**src/rtl/nor4_selftest_ctrl.sv**
```systemverilog
// nor4_selftest_ctrl: exhaustive self-test sequencer/checker
// for the 4-input NOR datapath (oute, outf, outg).
module nor4_selftest_ctrl #(
  parameter int SETTLE_CYCLES = 2
) (
  input  logic       clk,
  input  logic       rst_n,
  input  logic       start,
  input  logic       abort,
  output logic       ina,
  output logic       inb,
  output logic       inc,
  output logic       ind,
  input  logic       oute,
  input  logic       outf,
  input  logic       outg,
  output logic       busy,
  output logic       done,
  output logic       pass,
  output logic [4:0] err_cnt,
  output logic       fail_valid,
  output logic [3:0] fail_vec
);

  typedef enum logic [1:0] {
    IDLE,
    APPLY,
    CHECK,
    DONE
  } state_t;

  localparam logic [3:0] LAST = 4'(SETTLE_CYCLES - 1);

  state_t     state, state_n;
  logic [3:0] vec, vec_n;
  logic [3:0] cnt, cnt_n;
  logic [4:0] err_n;
  logic       fv_n;
  logic [3:0] fvec_n;
  logic       exp_e, exp_f, exp_g;
  logic       mism;

  assign ina = vec[3];
  assign inb = vec[2];
  assign inc = vec[1];
  assign ind = vec[0];

  assign busy = (state == APPLY) || (state == CHECK);
  assign done = (state == DONE);
  assign pass = done && (err_cnt == 5'd0);

  assign exp_e = ~(vec[3] | vec[2]);
  assign exp_f = ~(vec[1] | vec[0]);
  assign exp_g = ~(|vec);
  assign mism  = (oute != exp_e) ||
                 (outf != exp_f) ||
                 (outg != exp_g);

  // State, vector, settle counter and result registers
  always_ff @(posedge clk) begin
    if (!rst_n) begin
      state      <= IDLE;
      vec        <= 4'd0;
      cnt        <= 4'd0;
      err_cnt    <= 5'd0;
      fail_valid <= 1'b0;
      fail_vec   <= 4'd0;
    end else begin
      state      <= state_n;
      vec        <= vec_n;
      cnt        <= cnt_n;
      err_cnt    <= err_n;
      fail_valid <= fv_n;
      fail_vec   <= fvec_n;
    end
  end

  // Sequencing: settle each vector, check it, step or finish
  always_comb begin
    state_n = state;
    vec_n   = vec;
    cnt_n   = cnt;
    err_n   = err_cnt;
    fv_n    = fail_valid;
    fvec_n  = fail_vec;
    unique case (state)
      IDLE, DONE: begin
        if (start) begin
          state_n = APPLY;
          vec_n   = 4'd0;
          cnt_n   = 4'd0;
          err_n   = 5'd0;
          fv_n    = 1'b0;
          fvec_n  = 4'd0;
        end
      end
      APPLY: begin
        cnt_n = cnt + 4'd1;
        if (abort) begin
          state_n = IDLE;
          vec_n   = 4'd0;
          cnt_n   = 4'd0;
        end else if (cnt == LAST) begin
          state_n = CHECK;
        end
      end
      CHECK: begin
        cnt_n = 4'd0;
        if (abort) begin
          state_n = IDLE;
          vec_n   = 4'd0;
        end else begin
          if (mism) begin
            err_n = err_cnt + 5'd1;
            if (!fail_valid) begin
              fv_n   = 1'b1;
              fvec_n = vec;
            end
          end
          if (vec == 4'd15) begin
            state_n = DONE;
            vec_n   = 4'd0;
          end else begin
            state_n = APPLY;
            vec_n   = vec + 4'd1;
          end
        end
      end
    endcase
  end

endmodule

```
**config.mk**
```make
export PLATFORM = sky130hd
export DESIGN_NAME = nor4_selftest_ctrl
export DESIGN_NICKNAME = d
export VERILOG_FILES = /design/src/rtl/nor4_selftest_ctrl.sv
export SDC_FILE = /design/constraint.sdc
export NUM_CORES = 1
export LEC_CHECK = 0
export CORE_UTILIZATION = 55
export CTS_CLUSTER_DIAMETER = 60
export DETAILED_ROUTE_END_ITERATION = 6
export GPL_ROUTABILITY_DRIVEN = 0
export GPL_TIMING_DRIVEN = 0
export PLACE_DENSITY = 0.84
export SLEW_MARGIN = 10
export SYNTH_ARGS = -nofsm -noshare
export SYNTH_HDL_FRONTEND = slang
export SYNTH_SLANG_ARGS = --single-unit
```
**constraint.sdc**
```tcl
create_clock -name clk -period 6.1 [get_ports clk]
set_input_delay 1.22 -clock clk [delete_from_list [all_inputs] [get_ports clk]]
set_output_delay 1.22 -clock clk [all_outputs]
set_load 0.02 [all_outputs]
```
==> flow_summary.yaml <==
run_status:
  status: "finished, final reports clean"
cts:
  clkTransAtPathRegs_ps: 120
  cts_tree: "done"
  cts_root_buffer: "clkbuf_4"
  post_cts_buffers: 0
  clk-insertion-delay-late_ps: 310
  ctsResizeCount: 0
  ctsHtreeMaxLevel: 1
  cts_hold_buf: 0
  numClockSinks: 20
  cts.path.max_buffers: 2
  numCtsBuffers: 3
synthesis:
  async_reset_ff_share_pct: 0
  synth_edf_count: 0
  ys_seq_area_share_pct: 32.39
  yosys_warnings: 0
  synth-seq-cells: 20
  syn_inst: 142
  synthTopCellsByCount: "20 x dfxtp_1, 16 x nand2_1, 9 x ha_1"
  synthTopCellsByArea: "dfxtp_1 32%, ha_1 9.1%, nand2_1 4.9%"
  syn_avg_cell_area_um2: 8.706
  synth_top_area_cell: "dfxtp_1"
  syn_nets: 158
  synthFlopType: "dfxtp_1"
  yosysUniqueCellTypes: 51
  syn_area_um2: 1236
  synth_most_common_cell: "dfxtp_1"
  synth_top_area_share_pct: 32.39
route:
  detail-route-antenna-nets: 0
  drc: 0
  vias: 1169
  routed_wl_um: 2864
  via_per_inst: 5.964
  drt_pass1_iterations: 4
  first_iter_violations: 18
  routedWlPerCell_um: 14.61
setup_path:
  r2r_slack_ps: 3810
  cp-start-kind: "register"
  cp.required_ps: 4880
  rr_startpoint: "vec[1]"
  crit_path_end_kind: "primary output"
  worstRegToRegCells: 6
  path_class: "reg -> out"
  regToRegEndpoint: "err_cnt[3]"
  cp.arrival_ps: 1820
  path_max_fanout: 4
  cp-endpoint: "pass"
  cp-startpoint: "state[0]"
sta:
  fin_crit_ps: 3041
  maxSlewHeadroom_pct: 42.09
  final.setup_skew_ps: 4.454
  setup_viol: 0
  drv_slew: 0
  fin_crit_sh_pct: 49.85
  tns_ps: 0
  fmax_mhz: 328.9
  rsz0062_at_grt: "false"
  tightestPinTransition_ps: 860.7
  hold_viol_final: 0
finish:
  synthToLayoutAreaGrowth_pct: 25.61
  insertedDiodeCount: 0
  n_fill_cell: 176
  multi_input_area_um2: 773.2
  fin_nets: 186
  postLayoutCellArea_um2: 1553
  layout-drive-gt1-share_pct: 11.24
  seqCellArea_um2: 400.4
global_route:
  grt_pass1_vias: 1136
  grt_pass1_wl_um: 4850
  grt_max_degree: 13
  overflow: 0
  grt_usage_pct: 25.49
  antenna_found_initial: 0
floorplanning:
  dieArea_um2: 2441
  die-width_um: 49.41
  row_count: 16
  start_util_pct: 60.54
  io_pins: 24
  core_um2: 2042
  die_h_um: 49.41
place:
  io_buffers: 23
  hpwl_um: 2162
  place_area_um2: 1500
power_and_ir_drop:
  p_sw_share_pct: 25.47
  ir_drop_mv: 0.2134
  power.share.clock_pct: 36.9
  p_int_mw: 0.2224
  p_leak_nw: 0.5930
  power.density_nw_per_um2: 192.1
  fin_total_pwr_mw: 0.2983
  p_seq_share_pct: 46.0
  p_sw_mw: 0.07597
  combPwrFrac_pct: 17.1
flow_run:
  cap_violations: 0
hold_path:
  hp-class: "reg -> reg"
## flip-flops by register name (all words and copies together), names as in the netlist
signal,cells
err_cnt,5
cnt,4
fail_vec,4
vec,4
state,2
fail_valid,1
## metrics by stage
step	cells	setup WS (ps)	utilization (%)	hold WS [ps]
4_1_cts	196	3051	76.04	522.8
6_report	196	3059	76.04	530.1
5_1_grt	196	2920	76.04	580.1
3_5_place_dp	192	3021	73.47	505.6
3_3_place_gp	192	3042	73.47	497.2
2_1_floorplan	142	3537	-	476.5
## routing by layer
metal,routed length [um],GRT usage [%]
met1,1262,27.72
met2,1431,48.40
met4,53,7.143
met5,0,0
met3,116,5.919
## cells by family (layout without fill, tap and decap cells)
family	count (synthesis)	in the layout	share of synthesized area, %
fa+ha+maj	9	9	9.109
buf+inv	13	40	5.061
mux	2	2	1.721
flops	20	20	32.39
simple gates	62	62	29.25
compound gates	32	32	19.64
xor+xnor	4	4	2.835
## final cells by class
type	instances	area share, %
clock buffers	3	1.450
repair buffers	23	14.83
plain buffers	5	2.095
inverters	8	1.934
clock inverters	1	1.934
well taps	27	2.176
flip-flops and latches	20	25.79
multi-input cells	109	49.80
## power by group through the flow
stage          clock network [mW]  logic (mW)  registers, mW
6_report                    0.110      0.0510          0.137
5_1_grt                     0.116      0.0562          0.138
4_1_cts                     0.112      0.0508          0.137
3_5_place_dp                    0      0.0502          0.140
3_3_place_gp                    0      0.0479          0.140
2_1_floorplan                   0      0.0340          0.140
## placed cells by master, fill, tap and decap left out, types with 3 or more instances in the layout
cell,synthesis,routed
nor3_1,3,3
nand2_1,16,16
o21a_1,4,4
clkbuf_4,0,3
nand2b_1,3,3
nor4_1,6,6
nand3_1,4,4
a31oi_1,5,5
a21boi_0,4,4
inv_1,8,8
clkdlybuf4s50_1,0,23
dfxtp_1,20,20
nor2b_1,3,3
nor2_1,7,7
xor2_1,3,3
ha_1,9,9
## how the worst min path moves through the flow
| stage | from | end | slack, ps | cells past startpoint |
|---|---|---|---|---|
| 6_report | state[1] | state[1] | 530 | 2 |
| 2_1_floorplan | state[1] | state[1] | 480 | 2 |
| 3_3_place_gp | state[1] | state[1] | 500 | 2 |
| 5_1_grt | state[1] | state[1] | 580 | 2 |
| 3_5_place_dp | state[1] | state[1] | 510 | 2 |
| 4_1_cts | state[1] | state[1] | 520 | 2 |
## worst max-delay path, stage by stage, from the launching register on
cell,delay [ps]
dfxtp_1,410
ha_1,190
nand2_1,60
nor4_1,190
clkdlybuf4s50_1,650
Power figures use the tool's default switching activity.
